$ cat config.mk
export PLATFORM = sky130hd
export DESIGN_NAME = sha256_pad_ctrl
export DESIGN_NICKNAME = d
export VERILOG_FILES = /design/src/rtl/sha256_pad_ctrl.sv
export SDC_FILE = /design/constraint.sdc
export NUM_CORES = 1
export LEC_CHECK = 0
export ABC_AREA = 1
export BUFFER_PORTS_ARGS = -buffer_cell sky130_fd_sc_hd__buf_4
export CORE_MARGIN = 2
export CORE_UTILIZATION = 35
export DETAILED_ROUTE_END_ITERATION = 6
export GPL_TIMING_DRIVEN = 0
export HOLD_SLACK_MARGIN = 0.06
export PLACE_DENSITY = 0.66
export SETUP_SLACK_MARGIN = 0.1
export SYNTH_ARGS = -nofsm -noshare
export SYNTH_HDL_FRONTEND = slang
export SYNTH_SLANG_ARGS = --single-unit
export TNS_END_PERCENT = 20
$ cat constraint.sdc
create_clock -name clk -period 25.2 [get_ports clk]
set_input_delay 5.04 -clock clk [delete_from_list [all_inputs] [get_ports clk]]
set_output_delay 5.04 -clock clk [all_outputs]
set_load 0.03 [all_outputs]
$ cat src/rtl/sha256_pad_ctrl.sv
`timescale 1ns/1ps
// sha256_pad_ctrl: packs a message byte stream into 512-bit SHA-256 blocks,
// appends 0x80 / zero fill / 64-bit big-endian bit length, and hands each
// block to the compression core over a valid/ready handshake.
module sha256_pad_ctrl #(
  parameter int unsigned LEN_W = 64
) (
  input  logic         clk,
  input  logic         rst,
  input  logic         byte_valid_i,
  input  logic [7:0]   byte_i,
  input  logic         byte_last_i,
  output logic         byte_ready_o,
  output logic [511:0] blk_o,
  output logic         blk_valid_o,
  output logic         blk_first_o,
  output logic         blk_final_o,
  input  logic         core_ready_i,
  output logic         done_o,
  output logic         busy_o
);

  typedef enum logic [2:0] {
    COLLECT,
    PAD,
    SEND,
    LENBLK,
    DONE
  } state_t;

  state_t            state;
  logic [5:0]        idx;
  logic [LEN_W-1:0]  bitlen;
  logic [LEN_W-1:0]  bitlen_inc;
  logic [63:0]       len64;
  logic              first_flag;
  logic              pend_pad0;
  logic              pend_len;
  logic [511:0]      blk_q;

  assign blk_o = blk_q;

  // Zero-extend the running bit count into the 64-bit length field and
  // precompute its value after one more accepted byte.
  always_comb begin
    len64             = '0;
    len64[LEN_W-1:0]  = bitlen;
    bitlen_inc        = bitlen + LEN_W'(8);
  end

  // Block assembly FSM; all handshake/status outputs are registered here.
  always_ff @(posedge clk or posedge rst) begin
    if (rst) begin
      state        <= COLLECT;
      idx          <= '0;
      bitlen       <= '0;
      first_flag   <= 1'b1;
      pend_pad0    <= 1'b0;
      pend_len     <= 1'b0;
      blk_q        <= '0;
      byte_ready_o <= 1'b1;
      blk_valid_o  <= 1'b0;
      blk_first_o  <= 1'b0;
      blk_final_o  <= 1'b0;
      done_o       <= 1'b0;
      busy_o       <= 1'b0;
    end else begin
      done_o <= 1'b0;
      unique case (state)
        COLLECT: begin
          if (byte_valid_i) begin
            // Byte k occupies bits [511-8k -: 8]; for a 6-bit idx that top bit
            // is {~idx, 3'b111}.
            blk_q[{~idx, 3'b111} -: 8] <= byte_i;
            idx    <= idx + 6'd1;
            bitlen <= bitlen_inc;
            if (idx == 6'd63) begin
              state        <= SEND;
              byte_ready_o <= 1'b0;
              blk_valid_o  <= 1'b1;
              blk_first_o  <= first_flag;
              blk_final_o  <= 1'b0;
              pend_pad0    <= byte_last_i;
              busy_o       <= 1'b1;
            end else if (byte_last_i) begin
              state        <= PAD;
              byte_ready_o <= 1'b0;
              busy_o       <= 1'b1;
            end else begin
              busy_o <= (bitlen_inc != '0);
            end
          end
        end

        PAD: begin
          for (int unsigned k = 0; k < 64; k++) begin
            if (k == 32'(idx)) begin
              blk_q[511 - 8*k -: 8] <= 8'h80;
            end else if (k > 32'(idx)) begin
              blk_q[511 - 8*k -: 8] <= 8'h00;
            end
          end
          // Length fits behind the 0x80 marker only if idx <= 55; the later
          // assignment to [63:0] overrides the zero fill above.
          if (idx <= 6'd55) begin
            blk_q[63:0] <= len64;
            blk_final_o <= 1'b1;
          end else begin
            blk_final_o <= 1'b0;
            pend_len    <= 1'b1;
          end
          blk_first_o <= first_flag;
          blk_valid_o <= 1'b1;
          state       <= SEND;
        end

        SEND: begin
          if (core_ready_i) begin
            first_flag  <= 1'b0;
            blk_valid_o <= 1'b0;
            if (blk_final_o) begin
              state  <= DONE;
              done_o <= 1'b1;
            end else if (pend_pad0) begin
              pend_pad0 <= 1'b0;
              idx       <= '0;
              state     <= PAD;
            end else if (pend_len) begin
              pend_len <= 1'b0;
              state    <= LENBLK;
            end else begin
              idx          <= '0;
              byte_ready_o <= 1'b1;
              state        <= COLLECT;
            end
          end
        end

        LENBLK: begin
          blk_q       <= {448'h0, len64};
          blk_first_o <= first_flag;
          blk_final_o <= 1'b1;
          blk_valid_o <= 1'b1;
          state       <= SEND;
        end

        DONE: begin
          bitlen       <= '0;
          idx          <= '0;
          pend_pad0    <= 1'b0;
          pend_len     <= 1'b0;
          first_flag   <= 1'b1;
          blk_first_o  <= 1'b0;
          blk_final_o  <= 1'b0;
          byte_ready_o <= 1'b1;
          busy_o       <= 1'b0;
          state        <= COLLECT;
        end

        default: begin
          state <= COLLECT;
        end
      endcase
    end
  end

endmodule

# [After elaboration in Yosys (flattened, before gate mapping)]
# Cells that the tools add are included.
[op_classes] n_eq_ne=141 n_mux=184 magnitude_cmp=64 reduce_logical=86 addsub=3 shifts=2 bitwise=1
[op_table] op="$pmux W512 S3" n=1
[op_table] op="$mux W8" n=127
[op_table] op="$shift A8 B11 Y519 const A" n=1
[op_table] op="$shiftx A8 B11 Y519" n=1
[op_table] op="$bwmux W512" n=1
[op_table] op="$mux W512" n=1
[op_table] op="$reduce_and A3 Y1" n=67
[op_table] op="$eq A6 B6 Y1 const A" n=32
[op_table] op="$gt A6 B6 Y1 const A" n=32
[op_table] op="$ne A3 B3 Y1 const B" n=57
[op_table] op="$mux W64" n=2
[op_table] op="$pmux W64 S2" n=1
[op_table] op="$eq A5 B6 Y1 const A" n=16
[op_table] op="$gt A5 B6 Y1 const A" n=16
[op_table] op="$add A64 B4 Y64 const B" n=1
[op_table] op="$reduce_bool A64 Y1" n=1
[op_table] op="$eq A4 B6 Y1 const A" n=8
[op_table] op="$gt A4 B6 Y1 const A" n=8
[op_table] op="$ne A4 B4 Y1 const B" n=8
[op_table] op="$mux W6" n=5
[op_table] op="$mux W1" n=29
[op_table] op="$eq A3 B6 Y1 const A" n=4
[op_table] op="$gt A3 B6 Y1 const A" n=4
[op_table] op="$pmux W6 S3" n=1
[op_table] op="other kinds (29)" n=57
[word_totals] in_bits=13 reg_bits=594 out_inout_bits=518 wordCells=557

# [Longest topological paths before layout]
[depth] ltp_word=6 ltp_mapped=17 mapped_depth_nobuf=17

# [Worst setup path after synthesis]
# OpenSTA, ideal clock, no wires.
[synth_timing] kind="input to register" start="in byte_valid_i" end="reg blk_q[10], in the netlist blk_o[10]" t_required_ns=25.075 setup_ns=0.125 path_stages=8 t_arrival_ns=6.137 slack_ns=18.939 n_path_buf=2 path_cell_list="nor2_4 inv_4 nand2_8 inv_2 buf_6 buf_6 nand2_2 mux2_2"
[synth_between] elab_chain_len=2
[synth_rtl] item="start, declared" line="10" text="input logic byte_valid_i,"
[synth_rtl] item="$ne A2 B2 Y1 (no source line)"
[synth_rtl] item="$reduce_and A3 Y1 (no source line)"
[synth_rtl] item="end signal, assigned by index" line="74" text="blk_q[{~idx, 3'b111} -: 8] <= byte_i;"
[synth_rtl] item="end signal, assigned" line="106" text="blk_q[63:0] <= len64;"
[synth_rtl] item="end signal, assigned" line="140" text="blk_q <= {448'h0, len64};"
[synth_rtl] item="end, declared" line="39" text="logic [511:0] blk_q;"
# Every way passes these cells.
# A chain may end at the register's enable or synchronous reset.

# [Final worst setup path]
[layout_timing] start="in byte_i[0]" end="reg blk_q[48], in the netlist blk_o[48]"
[layout_between] elab_chain_len=4
[layout_rtl] item="start, declared" line="11" text="input logic [7:0] byte_i,"
[layout_rtl] item="$shiftx A8 B11 Y519" line="74"
[layout_rtl] item="$bwmux W512" line="74"
[layout_rtl] item="$mux W512" line="71" text="if (byte_valid_i) begin"
[layout_rtl] item="$pmux W512 S3" line="69" text="unique case (state)"
# Every way passes these cells. The select of a mux whose other input is x is not followed.

==> impl_metrics.tcl <==
set metrics [dict create \
    status "finished with violations" \
    violations "capacitance limit, slew limit" \
    ys.warnings.count 0 \
    ant_nets 0 \
    worst_path_largest_cell_delay_ns 0.77 \
    p_leak_nw 16.1 \
    fin_skew_ns 0.0381 \
    drtPass1Iterations 6 \
    fp.dieH_microns 286 \
    post_dp_cell_area_sq_mm 0.0332 \
    cts_made_buffers 68 \
    fin_tns_setup_ns 0 \
    slew_viol_final 6 \
    synthDistinctLibCells 68 \
    clock-root-buffer "clkbuf_16" \
    setup_violations 0 \
    drc 0 \
    portBuffers 530 \
    synth_edf_count 0 \
    synth.most_common_cell "nand2_1" \
    dp.cells 4863 \
    total_power_mw 3.93 \
    fin_cells 4985 \
    arrival_ns 7.77 \
    place_congestion 0.996 \
    hpwl_microns 102000 \
    htreeDepth 3 \
    syn_area_sq_mm 0.0277 \
    crit_type "primary input to flip-flop" \
    grt_pass1_wl_microns 190000 \
    reg2regPathDepth 11 \
    clk_path_buf_depth 3 \
    synth_area_leaders "dfrtp_1, nand2_1, inv_1" \
    synth_top_cells_by_count "nand2_1, dfrtp_1, inv_1, nor2_1, o21ai_0" \
    synth_fa_ha_area_share_pct 0.316 \
    dieWidth_microns 286 \
    r2r-end "blk_o[56]" \
    synth_top_family_by_area "simple AND/OR/NAND/NOR gates" \
    grt_pass1_vias 26860 \
    crit_required_ns 25.76 \
    synth_compound_area_share_pct 17.8 \
    synthSimpleGateAreaFrac_pct 19.4 \
    grt_overflow 0 \
    synth-seq-area-share_pct 53.3 \
    area_delta_synth_final_pct 27.9 \
    wirelength_microns 133000 \
    rsz0062_at_grt "false" \
    crit_path_cell_trace "buf_4, inv_1, nor3_1, clkinv_1, nor2_1, nand3_1, o21ai_0, nand2_1, nand2_1" \
    cts_resized 0 \
    crit_path_start "byte_i[0]" \
    max_clock_freq_mhz 139 \
    netlist.area_leader.share_pct 53.1 \
    yosysTopAreaCell "dfrtp_1" \
    end_kind "flip-flop" \
    crit_top_cell "nand2_1" \
    clock-sinks 591 \
    clk_latency_ns 0.64 \
    min_period_over_period_pct 28.6 \
    cap_violations 1 \
    timing.rr.start "idx[1]" \
    final_util_pct 45.1 \
    die_area_sq_mm 0.0815 \
    cts_tree "built" \
    io_pins 531 \
    crit_cells 9 \
    stdcell_area_sq_mm 0.0355 \
    hold-path-cell-count 2 \
    synthMuxAreaShare_pct 0.446 \
    grt_use_total_pct 32.1 \
    postCtsSetupBuffers 0 \
    fin_nets 3903 \
    relSlewSlack_pct -3.59 \
    start_util_pct 35.2 \
    hold_start "blk_o[26]" \
    wire_per_inst_microns 26.8 \
    hold_viol_final 0 \
    core_sq_mm 0.0787 \
    drive_above_1_share_pct 21.3 \
    rows 103 \
    cp_max_fo 9 \
    vias 27936 \
    hold_buffers 0 \
    syn_avg_cell_area_sq_um 8.47 \
    path_delay_family "simple AND/OR/NAND/NOR gates" \
    period_minus_slack_ns 7.21 \
    hold_path_class "flip-flop to flip-flop" \
    synth-xor-area-share_pct 0.410 \
    regToRegSetupSlack_ns 21.07 \
    min_delay_worst_endpoint "blk_o[26]" \
    grt_max_degree 120 \
    synth-async-reset-ratio_pct 100 \
    avgViaCountPerCell 5.60 \
    drt_iter0_markers 3035 \
    worstSetupStartpointType "primary input" \
    synth_cells 3277 \
    ys_ff_latch 591 \
    ir_drop_mv 0.0589 \
    cts.clk_slew.worst_paths_ns 0.06 \
    worst_path_max_delay_cell "clkinv_1" \
    tightestPinTransition_ns 1.54 \
    p_per_area_mw_per_mm2 111 \
    synth_nets 3297 \
    antenna_found_initial 5 \
    cp_num_buf_inv 3 \
    yosys_most_used_dff "dfrtp_1" \
]
## how the worst max path moves through the flow
| stage | endpoint | slack, ns |
|---|---|---|
| floorplan | bitlen[10] | 3.62 |
| global placement | bitlen[62] | -3.47 |
| detailed placement | blk_o[48] | 17.41 |
| CTS | blk_o[48] | 18.03 |
| global route | blk_o[48] | 17.91 |
| finish | blk_o[48] | 17.99 |
## stage by stage
step           worst slack (ns)  hold slack [ns]
2_1_floorplan              3.62            0.472
6_report                  17.99            0.478
5_1_grt                   17.91            0.498
4_1_cts                   18.03            0.483
3_5_place_dp              17.41            0.468
3_3_place_gp              -3.47            0.463
## state kept, by name (all words and copies together), names as in the netlist
register / flops
done_o: 1
bitlen: 61
pend_pad0: 1
byte_ready_o: 1
idx: 6
busy_o: 1
blk_o: 512
state: 3
first_flag: 1
pend_len: 1
blk_first_o: 1
blk_valid_o: 1
blk_final_o: 1
## worst register-to-register path: stages (launching register included)
cell and delay [ns]:
dfrtp_1 0.53, inv_1 0.21, clkbuf_1 0.45, buf_1 0.54, ha_1 0.47, nand2_1 0.26, nor2_2 0.35, inv_1 0.13
a21oi_2 0.49, inv_1 0.28, a21oi_1 0.19, a21oi_1 0.08
## cells in the final DEF (no fill, tap or decap), types with 13 or more instances in the layout
cell and instances:
a21oi_1 62, buf_2 39, buf_4 537, clkbuf_1 42
clkbuf_16 70, clkbuf_8 18, dfrtp_1 589, inv_1 453
inv_2 27, nand2_1 683, nand3_1 122, nand4_1 40
nor2_1 361, nor2_2 23, nor3_1 27, o21a_1 15
o21ai_0 278, o21ai_1 35, o21ai_2 13, o22ai_1 254
o31ai_1 28, xor2_1 13
## layout make-up
cell class / count / area [sq um]
Clock buffer: 93 / 2020
Multi-Input combinational cell: 2107 / 10700
Inverter: 485 / 1830
Clock inverter: 25 / 258
Sequential cell: 591 / 14800
Fill cell: 7840 / 43300
Timing Repair Buffer: 536 / 4120
Antenna cell: 4 / 10.0
Buffer: 94 / 469
Tap cell: 1050 / 1310
## cell families after synthesis
group,after synthesis
simple gates,1292
xor+xnor,13
buf+inv,579
flops,591
mux,11
compound gates,784
fa+ha+maj,7
## power breakdown
group / internal [mW] / total [mW] / switching, mW
clock: 0.594 / 1.02 / 0.427
combinational: 0.399 / 1.73 / 1.33
sequential: 1.07 / 1.18 / 0.108
total: 2.06 / 3.93 / 1.86
## metal layers
layer | up-vias | global-route usage (%) | wire [microns]
met3 | 385 | 7.47 | 13200
met1 | 13760 | 42.2 | 52700
met4 | 2 | 18.0 | 8240
li1 | 12144 | - | -
met2 | 1645 | 48.8 | 59300
met5 | - | 0 | 36
Power figures use the tool's default switching activity.
